`config.mk`:
```
export PLATFORM = sky130hd
export DESIGN_NAME = bg_write_arbiter
export DESIGN_NICKNAME = d
export VERILOG_FILES = /design/src/rtl/bg_pkg.sv /design/src/rtl/rr_picker.sv /design/src/rtl/bg_write_arbiter.sv
export SDC_FILE = /design/constraint.sdc
export NUM_CORES = 1
export LEC_CHECK = 0
export BUFFER_PORTS_ARGS = -buffer_cell sky130_fd_sc_hd__buf_2
export CAP_MARGIN = 20
export CORE_AREA = 4 4 137 139
export CTS_BUF_LIST = sky130_fd_sc_hd__clkbuf_4 sky130_fd_sc_hd__clkbuf_8
export DETAILED_ROUTE_END_ITERATION = 6
export DIE_AREA = 0 0 141 143
export PLACE_DENSITY = 0.75
export SLEW_MARGIN = 20
export SYNTH_ARGS = -nofsm -noshare
export SYNTH_HDL_FRONTEND = slang
export SYNTH_SLANG_ARGS = --single-unit
```
`constraint.sdc`:
```
create_clock -name clk -period 4.8 [get_ports clk]
set_input_delay 0.24 -clock clk [delete_from_list [all_inputs] [get_ports clk]]
set_output_delay 0.24 -clock clk [all_outputs]
set_load 0.02 [all_outputs]
```
`src/rtl/bg_pkg.sv`:
```
// Shared constants and FSM state type for the background-RAM write path.
package bg_pkg;
  localparam int TILE_COLS = 40;
  localparam int TILE_ROWS = 30;
  localparam int NUM_TILES = TILE_COLS * TILE_ROWS;
  localparam int ADDR_W    = 16;
  localparam int DATA_W    = 32;

  typedef enum logic [1:0] {
    IDLE  = 2'd0,
    ARB   = 2'd1,
    CLEAR = 2'd2
  } bg_state_t;
endpackage

```
`src/rtl/rr_picker.sv`:
```
// Combinational round-robin pick: first eligible index at or after ptr, wrapping.
module rr_picker #(
  parameter int N  = 6,
  parameter int PW = (N > 1) ? $clog2(N) : 1
) (
  input  logic [N-1:0]  eligible,
  input  logic [PW-1:0] ptr,
  output logic [N-1:0]  winner,
  output logic          valid
);
  logic [PW-1:0] idx;

  // Scan from farthest to nearest so the nearest eligible index is written last.
  always_comb begin
    winner = '0;
    idx    = '0;
    for (int k = N - 1; k >= 0; k--) begin
      idx = PW'((int'(ptr) + k) % N);
      if (eligible[idx]) begin
        winner      = '0;
        winner[idx] = 1'b1;
      end
    end
    valid = |eligible;
  end
endmodule

```
`src/rtl/bg_write_arbiter.sv`:
```
// Round-robin arbiter for background tile-RAM writes with a full-frame clear sweep.
// state | meaning: IDLE no activity | ARB granting requests | CLEAR zero-fill sweep running
module bg_write_arbiter #(
  parameter int N_REQ     = 6,
  parameter int TILE_COLS = bg_pkg::TILE_COLS,
  parameter int TILE_ROWS = bg_pkg::TILE_ROWS
) (
  input  logic                             clk,
  input  logic                             reset,
  input  logic [N_REQ-1:0]                 req,
  input  logic [N_REQ*bg_pkg::ADDR_W-1:0]  req_addr,
  input  logic [N_REQ*bg_pkg::DATA_W-1:0]  req_data,
  input  logic                             clear_start,
  output logic [N_REQ-1:0]                 gnt,
  output logic                             bg_wea,
  output logic [bg_pkg::ADDR_W-1:0]        bg_ram_addr,
  output logic [bg_pkg::DATA_W-1:0]        bg_ram_data,
  output logic                             clear_busy,
  output logic                             clear_done,
  output logic                             addr_err
);
  import bg_pkg::*;

  localparam int PW      = (N_REQ > 1) ? $clog2(N_REQ) : 1;
  localparam int N_TILES = TILE_COLS * TILE_ROWS;
  localparam logic [ADDR_W-1:0] N_TILES_A = ADDR_W'(N_TILES);

  bg_state_t         state, state_n;
  logic [PW-1:0]     ptr, ptr_n;
  logic [N_REQ-1:0]  prev_win, prev_n;
  logic [ADDR_W-1:0] clr_cnt, clr_n;
  logic [N_REQ-1:0]  gnt_n;
  logic              wea_n, busy_n, done_n, err_n;
  logic [ADDR_W-1:0] addr_n, win_addr;
  logic [DATA_W-1:0] data_n, win_data;
  logic [N_REQ-1:0]  eligible, winner;
  logic              valid;
  logic [PW-1:0]     win_idx;

  // Last cycle's winner sits out one cycle so a held req is not granted twice.
  assign eligible = req & ~prev_win;

  rr_picker #(.N(N_REQ), .PW(PW)) u_picker (
    .eligible (eligible),
    .ptr      (ptr),
    .winner   (winner),
    .valid    (valid)
  );

  always_comb begin
    win_idx  = '0;
    win_addr = '0;
    win_data = '0;
    for (int i = 0; i < N_REQ; i++) begin
      if (winner[i]) begin
        win_idx  = PW'(i);
        win_addr = req_addr[ADDR_W*i +: ADDR_W];
        win_data = req_data[DATA_W*i +: DATA_W];
      end
    end
  end

  always_comb begin
    state_n = state;
    ptr_n   = ptr;
    prev_n  = '0;
    clr_n   = clr_cnt;
    gnt_n   = '0;
    wea_n   = 1'b0;
    addr_n  = bg_ram_addr;
    data_n  = bg_ram_data;
    busy_n  = 1'b0;
    done_n  = 1'b0;
    err_n   = addr_err;
    case (state)
      CLEAR: begin
        if (clr_cnt == N_TILES_A) begin
          done_n  = 1'b1;
          clr_n   = '0;
          state_n = IDLE;
        end else begin
          wea_n  = 1'b1;
          addr_n = clr_cnt;
          data_n = '0;
          busy_n = 1'b1;
          clr_n  = clr_cnt + 1'b1;
        end
      end
      default: begin
        if (clear_start) begin
          // Address 0 is written on the accepting edge; the counter holds the next address.
          state_n = CLEAR;
          wea_n   = 1'b1;
          addr_n  = '0;
          data_n  = '0;
          busy_n  = 1'b1;
          clr_n   = ADDR_W'(1);
        end else if (valid) begin
          state_n = ARB;
          gnt_n   = winner;
          prev_n  = winner;
          ptr_n   = (win_idx == PW'(N_REQ - 1)) ? '0 : win_idx + 1'b1;
          if (win_addr < N_TILES_A) begin
            wea_n  = 1'b1;
            addr_n = win_addr;
            data_n = win_data;
          end else begin
            err_n = 1'b1;
          end
        end else begin
          state_n = IDLE;
        end
      end
    endcase
  end

  always_ff @(posedge clk) begin
    if (reset) begin
      state       <= IDLE;
      ptr         <= '0;
      prev_win    <= '0;
      clr_cnt     <= '0;
      gnt         <= '0;
      bg_wea      <= 1'b0;
      bg_ram_addr <= '0;
      bg_ram_data <= '0;
      clear_busy  <= 1'b0;
      clear_done  <= 1'b0;
      addr_err    <= 1'b0;
    end else begin
      state       <= state_n;
      ptr         <= ptr_n;
      prev_win    <= prev_n;
      clr_cnt     <= clr_n;
      gnt         <= gnt_n;
      bg_wea      <= wea_n;
      bg_ram_addr <= addr_n;
      bg_ram_data <= data_n;
      clear_busy  <= busy_n;
      clear_done  <= done_n;
      addr_err    <= err_n;
    end
  end
endmodule
```
==> Word-level counts from Yosys, hierarchy flattened <==
Index checks and enable logic that the tools add are counted.
{ "totals": {"regBits": 79, "in_bits": 297, "elab_cells": 135, "out_inout_bits": 58} }
{ "classes": {"eq_ne": 5, "n_div": 6, "n_addsub": 7, "mux": 73, "magnitude_cmp": 13, "n_reduce_logical": 15, "bitwise_logic": 6} }
{ "op_table": {"columns": ["op", "count"], "rows": [
  ["$mux W32", 11],
  ["$mux W16", 14],
  ["$mod A32 B4 Y32 const B", 5],
  ["$mux W6", 6],
  ["$mod A4 B4 Y32 const B", 1],
  ["$lt A3 B4 Y1 const B", 6],
  ["$mux W1", 22],
  ["$bmux W1 S3", 6],
  ["$demux W1 S3", 6],
  ["$ge A3 B1 Y1 const B", 6],
  ["$add A16 B1 Y16 const B", 1],
  ["$eq A16 B11 Y1 const B", 1],
  ["$lt A16 B11 Y1 const B", 1],
  ["$mux W3", 5],
  ["$add A3 B2 Y4 const B", 2],
  ["$add A3 B3 Y4 const B", 2],
  ["$and A6 B6 Y6", 1],
  ["$logic_and A1 B1 Y1", 6],
  ["$mux W2", 3],
  ["$not A6 Y6", 1],
  ["$reduce_and A3 Y1", 2],
  ["$reduce_bool A3 Y1", 2],
  ["$reduce_or A6 Y1", 1],
  ["$add A3 B1 Y4 const B", 1],
  ["9 further kinds", 13]
]} }

==> Longest topological paths before layout <==
{ "depth": {"ltp_word": 23, "mapped_depth": 25, "ltp_nobuf": 18} }

==> Modules after synthesis <==
A second synthesis with hierarchy kept.
{ "unflattened": {"cells_unflattened": 859, "area_unflattened_um2": 6642.6} }
{ "by_module_without_submodules": {"columns": ["module", "cells_each", "area_per_inst_um2", "seq_area_each_um2", "instances"], "rows": [
  ["bg_write_arbiter", 650, 5193.7, 1581.5, 1],
  ["rr_picker", 209, 1448.9, 0.0, 1]
]} }

==> Worst setup path before layout <==
Ideal clock, no wire load.
{ "synth_timing": {"path_kind": "reg2reg", "start": "register ptr[1]", "end": "register bg_ram_data[10] in the netlist's numbering", "n_path_buf": 5, "setup_ps": 121, "stages_incl_launch_ff": 23, "path_slack_ps": -388, "t_arrival_ps": 5067, "required_ps": 4679, "synth_period_minus_slack_ps": 5188, "path_cell_list": "dfxtp_1 inv_1 ha_1 buf_2 a21oi_2 inv_1 ha_1 nor2b_1 a21o_1 o22ai_1 nor3_1 o21ai_0 and4_4 or2_1 buf_2 buf_6 o311a_1 o31a_1 o31a_1 a31o_1 buf_6 buf_6 mux2_4"} }
{ "synth_via": {"elab_chain_cells": 22, "elab_cells_between_ends": 78, "cone_classes": "add/sub: 5; div: 6; order compare: 13; mux: 46; reduce/logical: 8"} }
{ "synth_rtl": {"columns": ["item", "line_no", "source"], "rows": [
  ["from (decl)", "bg_write_arbiter.sv:29", "logic [PW-1:0] ptr, ptr_n;"],
  ["from (signal assigned)", "bg_write_arbiter.sv:132", "ptr <= ptr_n;"],
  ["$add A3 B3 Y4", "rr_picker.sv:18", "idx = PW'((int'(ptr) + k) % N);"],
  ["$mod A32 B4 Y32", "rr_picker.sv:18", null],
  ["$lt A3 B4 Y1 (not written as such) / $ge A3 B1 Y1 (equally long branches)", "rr_picker.sv:21", "winner[idx] = 1'b1;"],
  ["$logic_and A1 B1 Y1 (not written as such)", "rr_picker.sv:21", null],
  ["$mux W1 (not written as such)", "rr_picker.sv:21", null],
  ["$demux W1 S3", null, null],
  ["$mux W6 (5 in a row)", "rr_picker.sv:19", "if (eligible[idx]) begin"],
  ["$mux W6 *", "rr_picker.sv:19", null],
  ["branches (longest 10 deep; another with $lt A16 B11 Y1)", null, null],
  ["to (signal assigned)", "bg_write_arbiter.sv:138", "bg_ram_data <= data_n;"],
  ["to (decl)", "bg_write_arbiter.sv:17", "output logic [bg_pkg::DATA_W-1:0] bg_ram_data,"]
]} }
Every way passes the cells marked *. The select of a mux whose other input is x is not followed.
A chain may end at the register's enable or synchronous reset.

==> Final worst setup path <==
{ "layout_timing": {"start": "register ptr[1]", "end": "register bg_ram_data[26] in the netlist's numbering"} }
Same word-level chain as after synthesis.

==> run metrics <==
Fmax 208 MHz; WP data arrival 5.07 ns; Max-Cap Viols 0; RSZ-0062 raised after global routing true; Post-synth top flop dfxtp_1; post-synth top area share 22.1%; placed cell area 0.00971 sq mm; Via Count 9,672; WL final 33,700 um; DRC Markers 0; Sink Count 79; vias per cell 6.13; Area Growth Syn to Fin 48.3%; grt total ovfl 0; critical-path cell list ha_2 -> and2_0 -> ha_1 -> nor2b_2 -> a21oi_2 -> o311a_4 -> a21oi_4 -> o21bai_4 -> o31a_1 -> nand2_2 -> a221o_1 -> a221oi_1 -> a21boi_1 -> and4b_2 -> a31o_4 -> buf_12 -> clkbuf_16 -> mux2_4; Hold Buf Count CTS 0; Die W 141 um; endpoints failing hold 0; EDFF count, synth 0; cell taking the most area after synthesis dfxtp_1; Critical Path Source Type register; H-tree depth 3; Critical Path Max Stage Delay 0.42 ns; Synth Instances 937; PnR worst setup slack -0.00899 ns; crit end category register; largest net degree at the start of global routing 42; initial core utilization 40.5%; CTS tree built; Yosys cell types 86; CP Buf/Inv Count 2; setup violators final 6; DRT iter0 DRCs 897; critical path peak fanout 8; initial antenna violation count 4; clock tree root buffer cell clkbuf_8; Worst-Margin Slew 0.996 ns; Synth warnings 0; Setup Skew 0.0147 ns; failing checks negative setup slack; Layout Utilization 60.0%; WP data required 5.06 ns; post-layout min period 4.81 ns; Reg clk slew, reported paths 0.09 ns; Mean Syn Cell Area 7.62 sq um; Max Slew Vio Count 0; first-pass GRT wire length 48,600 um; GRT Util Overall 30.6%; Slew HR 33.4%; cell area after synthesis 0.00714 sq mm; Detail Route Antenna Nets 0; post-route design area 0.0106 sq mm; layout cells sized above 1 46.2%; Async SR Flop Fraction 0%; fillers 1,601; core area 0.0177 sq mm; DR WL/cell 21.4 um; vias in the first global route 8,879; Hold Crit Class input port to register; FF/Latch Area 0.00159 sq mm; status finished, violations left; # rows 49; worst skew pair latency 0.38 ns; Mapped Nets 1,250; GPL Wtd Cong 0.936; drt pass-1 iters 5; kind of critical path register to register; synth top area cells dfxtp_1, a21oi_1, mux2_4; post-synthesis sequential area ratio 22.1%; nets@finish 1,656; CP delay by family, top compound AO/OA/AOI/OAI gates; cts bufs inserted 9; footprint of the multi-input gates 0.00556 sq mm; CP max-delay cell dfxtp_4; IO Port Bufs 354; Synth Register Bits 79; Longest Clk Path Bufs 2; total die area 0.0202 sq mm; Die Y 143 um; Ports 355; Final Cycle Share 100%; DP HPWL 25,800 um
==> per-layer routing <==
metal / routed length (um) / share of wire [%] / up-vias / global-route usage, %
met5: 21 / 0.062 / - / 0
met4: 1540 / 4.6 / 4 / 13.9
met3: 2970 / 8.8 / 111 / 6.63
met2: 15700 / 47 / 586 / 49.7
met1: 13500 / 40 / 4502 / 39.2
li1: - / - / 4469 / -
==> synth_stat cells, types with 5 or more instances <==
| cell type | instances |
|---|---|
| a221oi_1 | 13 |
| mux2_4 | 27 |
| a31oi_1 | 8 |
| and2_1 | 8 |
| dfxtp_1 | 79 |
| or3_1 | 6 |
| o221ai_1 | 36 |
| o211ai_1 | 6 |
| and3_1 | 7 |
| a211oi_1 | 23 |
| mux2_2 | 8 |
| buf_6 | 7 |
| nand2_1 | 40 |
| nand2b_1 | 10 |
| nand3_1 | 22 |
| nor2b_1 | 40 |
| ha_1 | 16 |
| o21ai_0 | 31 |
| nor2_1 | 67 |
| a21oi_1 | 142 |
| clkbuf_1 | 61 |
| buf_1 | 5 |
| nor3_1 | 53 |
| inv_1 | 18 |
| a22oi_1 | 9 |
| a311oi_1 | 21 |
| buf_2 | 11 |
| o22ai_1 | 45 |
==> sequential cells by signal, indices dropped and copies added, names as in the netlist <==
name / flops
prev_win: 6
bg_ram_addr: 16
bg_ram_data: 32
clear_busy: 1
ptr: 3
addr_err: 1
bg_wea: 1
state: 2
clear_done: 1
clr_cnt: 16
==> worst paths after layout <==
check	slack, ns	endpoint	from	cells past startpoint
worst min-delay path	0.29	bg_ram_data[1]$_SDFFE_PP0P_	req_data[97]	4
worst max register to register	-0.009	bg_ram_data[26]$_SDFFE_PP0P_	ptr[1]$_SDFFE_PP0P_	18
worst max-delay path	-0.009	bg_ram_data[26]$_SDFFE_PP0P_	ptr[1]$_SDFFE_PP0P_	18
worst min register to register	0.47	bg_ram_addr[6]$_SDFFE_PP0P_	bg_ram_addr[6]$_SDFFE_PP0P_	2
==> logic make-up (layout without fill, tap and decap cells) <==
logic type	after synthesis	in the layout	share of synthesized area, %
other	0	2	0
AO/OA/AOI/OAI	401	402	38.5
multiplexers	39	39	7.50
buffers and inverters	106	515	6.64
flip-flops	79	79	22.1
XOR/XNOR	4	4	1.02
adder cells (fa/ha/maj)	16	16	2.80
AND/OR/NAND/NOR	292	293	21.4
==> timing repair <==
| item | 4_1_cts | 5_1_grt |
|---|---|---|
| pin swaps | 4 | 38 |
| buffers inserted | 1 | 27 |
| cloned | 1 | 4 |
| setup endpoints to repair | 46 | 49 |
| endpoints found under the hold margin | 0 | 0 |
| gates resized for setup | 7 | 72 |
==> metrics by stage <==
stage / setup WS (ns) / TNS (ns) / hold slack (ns) / instances
global placement: 0.0182 / 0 / 0.462 / 1528
CTS: 0.00151 / 0 / 0.272 / 1546
floorplan: 0.0207 / 0 / 0.466 / 937
finish: -0.00899 / -0.0372 / 0.289 / 1579
detailed placement: -0.125 / -3.65 / 0.465 / 1528
global route: -0.156 / -4.98 / 0.311 / 1578
==> cell usage in the layout, fill, tap and decap left out, drive strengths merged, types with 15 or more instances in the layout <==
cell type / n
a211oi: 23
a21oi: 145
a221oi: 15
a311oi: 21
buf: 475
dfxtp: 79
ha: 16
inv: 23
mux2: 35
nand2: 42
nand3: 23
nor2: 68
nor2b: 40
nor3: 53
o21ai: 31
o221ai: 36
o22ai: 45
==> final cells by class <==
| cell class | instances | area share, % |
|---|---|---|
| multi-input cells | 754 | 52.5 |
| clock buffers | 9 | 1.17 |
| clock inverters | 7 | 0.732 |
| inverters | 20 | 0.756 |
| diodes | 2 | 0.0472 |
| flip-flops and latches | 79 | 15.0 |
| repair buffers | 479 | 27.1 |
| well taps | 229 | 2.70 |
==> worst register-to-register path: stages (launching register included) <==
cell and delay [ns]:
dfxtp_4 0.42, ha_2 0.24, and2_0 0.20, ha_1 0.24, nor2b_2 0.20, a21oi_2 0.10
o311a_4 0.40, a21oi_4 0.27, o21bai_4 0.19, o31a_1 0.27, nand2_2 0.12, a221o_1 0.38
a221oi_1 0.35, a21boi_1 0.20, and4b_2 0.28, a31o_4 0.22, buf_12 0.16, clkbuf_16 0.17
mux2_4 0.29
Power is left out: the tool's default activity adds up to more than one toggle a clock period on the data nets, which glitch-free logic cannot reach.
